--- src/rtl/i2c_fifo_bridge_if.sv ---
// i2c_fifo_bridge_if: APB-bridge and I2C-engine signals of the dual FIFO
//   master: drives pushes/pops/data/ERR_CLR (APB bridge + I2C engine side)
//   slave : the FIFO block, returns heads, status, levels and error flags
interface i2c_fifo_bridge_if #(
    parameter int DWIDTH = 32,
    parameter int AW     = 4
);
    logic              WR_ENA;
    logic [DWIDTH-1:0] WRITE_DATA_ON_TX;
    logic              RD_ENA;
    logic [DWIDTH-1:0] READ_DATA_ON_RX;
    logic              TX_POP;
    logic [DWIDTH-1:0] TX_DATA;
    logic              RX_PUSH;
    logic [DWIDTH-1:0] RX_DATA;
    logic              TX_EMPTY;
    logic              TX_FULL;
    logic              RX_EMPTY;
    logic              RX_FULL;
    logic [AW:0]       TX_LEVEL;
    logic [AW:0]       RX_LEVEL;
    logic              ERR_CLR;
    logic [3:0]        ERR_FLAGS;
    logic              ERROR;
    modport slave (
        input  WR_ENA, WRITE_DATA_ON_TX, RD_ENA, TX_POP, RX_PUSH, RX_DATA, ERR_CLR,
        output READ_DATA_ON_RX, TX_DATA, TX_EMPTY, TX_FULL, RX_EMPTY, RX_FULL,
               TX_LEVEL, RX_LEVEL, ERR_FLAGS, ERROR
    );
    modport master (
        output WR_ENA, WRITE_DATA_ON_TX, RD_ENA, TX_POP, RX_PUSH, RX_DATA, ERR_CLR,
        input  READ_DATA_ON_RX, TX_DATA, TX_EMPTY, TX_FULL, RX_EMPTY, RX_FULL,
               TX_LEVEL, RX_LEVEL, ERR_FLAGS, ERROR
    );
endinterface

--- src/rtl/i2c_fifo_bridge.sv ---
// i2c_fifo_bridge: TX/RX synchronous FIFOs between APB bridge and I2C engine
//   PCLK/PRESET : clock, synchronous active-high reset
//   bus (slave) : TX push (WR_ENA) / pop (TX_POP), RX push (RX_PUSH) / pop (RD_ENA),
//                 first-word-fall-through heads, levels, empty/full, sticky ERR_FLAGS
module i2c_fifo_bridge_fifo #(
    parameter int DWIDTH = 32,
    parameter int DEPTH  = 16,
    parameter int AW     = 4
) (
    input  logic              PCLK,
    input  logic              PRESET,
    input  logic              push,
    input  logic              pop,
    input  logic [DWIDTH-1:0] wdata,
    output logic [DWIDTH-1:0] head,
    output logic              empty,
    output logic              full,
    output logic [AW:0]       level,
    output logic              ovf,
    output logic              unf
);
    logic [DWIDTH-1:0] mem [DEPTH];
    logic [AW-1:0]     wp, rp;
    logic              pop_ok, push_ok;
    assign empty   = level == '0;
    assign full    = level == (AW+1)'(DEPTH);
    assign pop_ok  = pop && !empty;
    // a pop on a full FIFO frees the slot the push writes into
    assign push_ok = push && (!full || pop_ok);
    assign ovf     = push && !push_ok;
    assign unf     = pop && !pop_ok;
    assign head    = empty ? '0 : mem[rp];
    always_ff @(posedge PCLK) begin
        if (PRESET) begin
            wp    <= '0;
            rp    <= '0;
            level <= '0;
        end else begin
            if (push_ok) wp <= wp + 1'b1;
            if (pop_ok) rp <= rp + 1'b1;
            level <= level + (AW+1)'(push_ok) - (AW+1)'(pop_ok);
        end
    end
    always_ff @(posedge PCLK)
        if (push_ok && !PRESET) mem[wp] <= wdata;
endmodule

module i2c_fifo_bridge #(
    parameter int DWIDTH = 32,
    parameter int DEPTH  = 16,
    parameter int AW     = 4
) (
    input logic              PCLK,
    input logic              PRESET,
    i2c_fifo_bridge_if.slave bus
);
    logic tx_ovf, tx_unf, rx_ovf, rx_unf;
    logic [3:0] err_flags;
    i2c_fifo_bridge_fifo #(.DWIDTH(DWIDTH), .DEPTH(DEPTH), .AW(AW)) u_tx (
        .PCLK(PCLK), .PRESET(PRESET), .push(bus.WR_ENA), .pop(bus.TX_POP),
        .wdata(bus.WRITE_DATA_ON_TX), .head(bus.TX_DATA), .empty(bus.TX_EMPTY),
        .full(bus.TX_FULL), .level(bus.TX_LEVEL), .ovf(tx_ovf), .unf(tx_unf)
    );
    i2c_fifo_bridge_fifo #(.DWIDTH(DWIDTH), .DEPTH(DEPTH), .AW(AW)) u_rx (
        .PCLK(PCLK), .PRESET(PRESET), .push(bus.RX_PUSH), .pop(bus.RD_ENA),
        .wdata(bus.RX_DATA), .head(bus.READ_DATA_ON_RX), .empty(bus.RX_EMPTY),
        .full(bus.RX_FULL), .level(bus.RX_LEVEL), .ovf(rx_ovf), .unf(rx_unf)
    );
    // a new event in the same cycle as ERR_CLR keeps its flag set
    always_ff @(posedge PCLK)
        err_flags <= PRESET ? 4'b0000
                   : ((bus.ERR_CLR ? 4'b0000 : err_flags) | {rx_unf, rx_ovf, tx_unf, tx_ovf});
    assign bus.ERR_FLAGS = err_flags;
    assign bus.ERROR     = |err_flags;
endmodule

--- src/flat_wrapper.sv ---
// flat-port wrapper written by rule: the top's interface ports become plain ports
module i2c_fifo_bridge_flat 
#(
    parameter int DWIDTH = 32,
    parameter int DEPTH  = 16,
    parameter int AW     = 4
)
  (PCLK, PRESET, bus_WR_ENA, bus_WRITE_DATA_ON_TX, bus_RD_ENA, bus_TX_POP, bus_RX_PUSH, bus_RX_DATA, bus_ERR_CLR, bus_READ_DATA_ON_RX, bus_TX_DATA, bus_TX_EMPTY, bus_TX_FULL, bus_RX_EMPTY, bus_RX_FULL, bus_TX_LEVEL, bus_RX_LEVEL, bus_ERR_FLAGS, bus_ERROR);
  i2c_fifo_bridge_if #(.DWIDTH(DWIDTH), .AW(AW)) bus_i ();
  input logic PCLK;
  input logic PRESET;
  input wire logic [$bits(bus_i.WR_ENA)-1:0] bus_WR_ENA;
  input wire logic [$bits(bus_i.WRITE_DATA_ON_TX)-1:0] bus_WRITE_DATA_ON_TX;
  input wire logic [$bits(bus_i.RD_ENA)-1:0] bus_RD_ENA;
  input wire logic [$bits(bus_i.TX_POP)-1:0] bus_TX_POP;
  input wire logic [$bits(bus_i.RX_PUSH)-1:0] bus_RX_PUSH;
  input wire logic [$bits(bus_i.RX_DATA)-1:0] bus_RX_DATA;
  input wire logic [$bits(bus_i.ERR_CLR)-1:0] bus_ERR_CLR;
  output wire logic [$bits(bus_i.READ_DATA_ON_RX)-1:0] bus_READ_DATA_ON_RX;
  output wire logic [$bits(bus_i.TX_DATA)-1:0] bus_TX_DATA;
  output wire logic [$bits(bus_i.TX_EMPTY)-1:0] bus_TX_EMPTY;
  output wire logic [$bits(bus_i.TX_FULL)-1:0] bus_TX_FULL;
  output wire logic [$bits(bus_i.RX_EMPTY)-1:0] bus_RX_EMPTY;
  output wire logic [$bits(bus_i.RX_FULL)-1:0] bus_RX_FULL;
  output wire logic [$bits(bus_i.TX_LEVEL)-1:0] bus_TX_LEVEL;
  output wire logic [$bits(bus_i.RX_LEVEL)-1:0] bus_RX_LEVEL;
  output wire logic [$bits(bus_i.ERR_FLAGS)-1:0] bus_ERR_FLAGS;
  output wire logic [$bits(bus_i.ERROR)-1:0] bus_ERROR;
  assign bus_i.WR_ENA = bus_WR_ENA;
  assign bus_i.WRITE_DATA_ON_TX = bus_WRITE_DATA_ON_TX;
  assign bus_i.RD_ENA = bus_RD_ENA;
  assign bus_i.TX_POP = bus_TX_POP;
  assign bus_i.RX_PUSH = bus_RX_PUSH;
  assign bus_i.RX_DATA = bus_RX_DATA;
  assign bus_i.ERR_CLR = bus_ERR_CLR;
  assign bus_READ_DATA_ON_RX = bus_i.READ_DATA_ON_RX;
  assign bus_TX_DATA = bus_i.TX_DATA;
  assign bus_TX_EMPTY = bus_i.TX_EMPTY;
  assign bus_TX_FULL = bus_i.TX_FULL;
  assign bus_RX_EMPTY = bus_i.RX_EMPTY;
  assign bus_RX_FULL = bus_i.RX_FULL;
  assign bus_TX_LEVEL = bus_i.TX_LEVEL;
  assign bus_RX_LEVEL = bus_i.RX_LEVEL;
  assign bus_ERR_FLAGS = bus_i.ERR_FLAGS;
  assign bus_ERROR = bus_i.ERROR;
  i2c_fifo_bridge #(.DWIDTH(DWIDTH), .DEPTH(DEPTH), .AW(AW)) u_core (.PCLK(PCLK), .PRESET(PRESET), .bus(bus_i));
endmodule
--- config.mk ---
export PLATFORM = sky130hd
export DESIGN_NAME = i2c_fifo_bridge_flat
export DESIGN_NICKNAME = d
export VERILOG_FILES = /design/src/rtl/i2c_fifo_bridge_if.sv /design/src/rtl/i2c_fifo_bridge.sv /design/src/flat_wrapper.sv
export SDC_FILE = /design/constraint.sdc
export NUM_CORES = 1
export LEC_CHECK = 0
export BUFFER_PORTS_ARGS = -buffer_cell sky130_fd_sc_hd__buf_2
export CORE_AREA = 2 2 276 278
export DETAILED_ROUTE_END_ITERATION = 6
export DIE_AREA = 0 0 278 280
export PLACE_DENSITY = 0.76
export SYNTH_ARGS = -nofsm -noshare
export SYNTH_HDL_FRONTEND = slang
export SYNTH_SLANG_ARGS = --single-unit
--- constraint.sdc ---
create_clock -name PCLK -period 11.9 [get_ports PCLK]
set_input_delay 1.785 -clock PCLK [delete_from_list [all_inputs] [get_ports PCLK]]
set_output_delay 1.785 -clock PCLK [all_outputs]
set_load 0.05 [all_outputs]
==> run summary <==
destination of the worst register-to-register timing path -> u_core.u_tx.level[4]
Clock Path Buffers -> 3
Rel. slew slack -> 29.8%
longest individual stage delay on the worst path -> 0.88 ns
half-perimeter wire length of the detailed placement result -> 44.3 mm
Setup violations, final -> 0
area taken by flip-flops and latches -> 31,500 µm²
Sink Count -> 1,062
worst supply voltage drop on vdd -> 0.000201 V
RR Startpoint -> u_core.u_tx.level[3]
count of input and output buffers -> 153
share of layout cells above drive strength 1 -> 30.7%
remaining number of nets flagged by the antenna check after routing -> 0
Max Clk Rate -> 157 MHz
final period utilization -> 53.4%
cell count of the worst hold path -> 2
static leakage -> 0.0145 µW
Die Footprint -> 77,800 µm²
number of gates given a new drive strength after cts -> 0
crit path setup slack, layout -> 5.54 ns
global placer's final weighted congestion -> 0.757
CP Data Arrival Time -> 4.58 ns
via count of the first global-routing pass -> 20,300
net count after synthesis -> 1,910
area overhead of the layout relative to synthesis -> 13.1%
synthesized instance count -> 1,817
top flip-flop cell by instance count after synthesis -> edfxtp_1
number of flops mapped to enable cells by yosys -> 1,024
fillers -> 4,934
startpoint of the worst hold path -> u_core.u_rx.rp[1]
number of maximum-capacitance constraint violations -> 0
CP endpoint kind -> output pin
number of synthesized register bits -> 1,062
cts-stage hold buffer count -> 0
P per Cell Area -> 208 nW/µm²
total CTS buffers -> 101
final routed DRC violation total -> 0
type of element launching the critical path -> flip-flop
Die H -> 280 µm
area of the multi-input gates -> 8770 µm²
num ports -> 154
global-route wire length before repair -> 131 mm
TritonCTS clock tree -> built
result of the run -> complete, no violations
CP max-delay cell -> dfxtp_4
detailed-router iteration count before antenna repair -> 7
register-to-register setup slack -> 8.63 ns
Skew-Pair Late Insertion Delay -> 0.69 ns
FF-to-FF path depth -> 12
Starting DRT DRC Count -> 2,265
Mapped Avg Cell Area -> 22.4 µm²
clock-pin transition on the worst setup and hold timing paths -> 0.06 ns
count of different cell masters after synthesis -> 41
per-cell via count in the routed design -> 6.37
required time of the critical path -> 10.12 ns
Post-CTS Setup Inserts -> 0
FFs w/ async S/R, synth -> 0%
total via count after detailed routing -> 19,700
Pwr Total -> 9550 µW
FP Rows -> 101
pre-CTS setup slack -> 6.21 ns
largest net degree at the start of global routing -> 67
sequential share of the synthesized area -> 77.4%
path category of the worst min-delay check -> reg -> reg
final routed wirelength across all metal layers -> 89.0 mm
setup TNS -> 0 ns
crit path kind -> reg -> out
Total Routing Usage GR -> 23.0%
antenna violations before repair -> 16
die span in x -> 278 µm
layout net count -> 2,113
RSZ-0062 raised after global routing -> false
clock tree skew after final layout -> 0.0583 ns
final hold viol count -> 0
buffer type at the clock tree root -> clkbuf_16
Worst Max-Slew Pin Slew -> 1.05 ns
routed length per instance -> 28.8 µm
post-layout minimum cycle time -> 6.36 ns
count of final max-slew check failures -> 0
initial cell density of the core -> 54.1%
level count of the clock H-tree -> 3
most used cell along the critical path -> buf_4
Warnings, synthesis -> 0
largest fanout of any net on the critical path -> 52
Overflow after GRT -> 0
total core area -> 75,200 µm²
ordered list of cells on the worst path -> buf_4 > buf_4 > mux4_2 > mux2i_1 > nor3_1 > a221o_1 > buf_2
post-synthesis instance area -> 40,700 µm²
-- state kept, by name (all words and copies together), names as in the netlist, named ones only --
signal                count
u_core.u_tx.rp            4
u_core.u_rx.rp            4
u_core.bus.ERR_FLAGS      4
u_core.u_rx.mem         512
u_core.u_tx.level         5
u_core.u_rx.wp            4
u_core.u_tx.mem         512
u_core.u_tx.wp            4
u_core.u_rx.level         5
-- cells in the final DEF, fill, tap and decap left out, drive strengths merged, types with 2 or more instances in the layout --
| cell | instances |
|---|---|
| a21o | 2 |
| a21oi | 12 |
| a221o | 64 |
| and2 | 2 |
| and3 | 4 |
| buf | 206 |
| bufinv | 7 |
| clkbuf | 133 |
| clkinv | 42 |
| clkinvlp | 6 |
| dfxtp | 38 |
| diode | 6 |
| edfxtp | 1024 |
| fa | 2 |
| ha | 20 |
| inv | 21 |
| mux2 | 2 |
| mux2i | 66 |
| mux4 | 256 |
| nand2 | 9 |
| nand2b | 11 |
| nand3 | 10 |
| nor2 | 30 |
| nor2b | 11 |
| nor3 | 86 |
| nor3b | 2 |
| nor4 | 7 |
| o21ai | 5 |
| o21bai | 2 |
| or2 | 2 |
| or3 | 2 |
| or4 | 2 |
| or4b | 2 |
| xnor2 | 4 |
| xor2 | 9 |
-- cells by family after synthesis --
kind of cell             synth area share [%]
multiplexers                             15.8
flip-flops                               77.4
XOR/XNOR                                0.280
AND/OR/NAND/NOR                          2.36
buffers and inverters                    1.49
AO/OA/AOI/OAI                            1.88
adder cells (fa/ha/maj)                 0.713
-- stage by stage --
stage | util [%] | instance area (µm²) | hold slack, ns | instances
5_1_grt | 61.2 | 46000 | 0.523 | 3089
2_1_floorplan | - | 40700 | 0.463 | 1817
6_report | 61.2 | 46000 | 0.499 | 3089
3_5_place_dp | 56.9 | 42800 | 0.490 | 2895
4_1_cts | 61.2 | 46000 | 0.500 | 3083
3_3_place_gp | 56.9 | 42800 | 0.476 | 2895
-- per-layer routing --
layer / share of wire (%) / routed length [µm] / global-route usage, %
met3: 9.0 / 8010 / 5.30
met2: 51 / 45200 / 38.3
met4: 2.9 / 2590 / 8.51
met5: 0.13 / 115 / 0
met1: 37 / 33000 / 30.1
-- power breakdown --
part           total, µW  switching (µW)  internal (µW)
clock network       3120            1380           1740
logic               2160            1370            785
registers           4280             111           4170
-- Yosys cell counts (8+ instances only) --
cell	n	area, µm²
buf_2	49	245
clkbuf_1	40	150
dfxtp_1	38	761
nand2b_1	11	68.8
ha_1	20	250
mux4_2	256	5770
nor3_1	86	430
buf_6	8	90.1
nand2_1	9	33.8
nor2_1	30	113
mux2i_1	66	661
nor2b_1	11	68.8
inv_1	19	71.3
a221o_1	64	641
xor2_1	9	78.8
a21oi_1	12	60.1
nand3_1	10	50.1
edfxtp_1	1024	30700
-- worst max path at each step --
stage | from | end | slack, ns | cells after the start
floorplan | bus_TX_POP | u_core.u_tx.mem[0][0] | 6.00 | 3
global placement | flip-flop | bus_READ_DATA_ON_RX[25] | 6.25 | 7
detailed placement | flip-flop | bus_READ_DATA_ON_RX[1] | 6.21 | 7
CTS | flip-flop | bus_READ_DATA_ON_RX[23] | 5.45 | 7
global route | flip-flop | bus_READ_DATA_ON_RX[23] | 5.22 | 7
finish | flip-flop | bus_READ_DATA_ON_RX[23] | 5.54 | 7
-- layout make-up --
cell class | count | share of cell area, %
Antenna cell | 6 | 0.0326
Clock buffer | 133 | 5.75
Clock inverter | 55 | 1.30
Inverter | 21 | 0.171
Multi-Input combinational cell | 628 | 19.1
Sequential cell | 1062 | 68.5
Tap cell | 978 | 2.66
Timing Repair Buffer | 206 | 2.53
-- critical path: cells and delay by family, from the launching register on --
family	cells	cell delay (ns)
and+or+nand+nor	1	0.08
muxes	2	0.77
buffers and inverters	3	1.66
DFF	1	0.88
AOI/OAI and AO/OA	1	0.36
No activity file was read; power rests on OpenSTA's default activity.
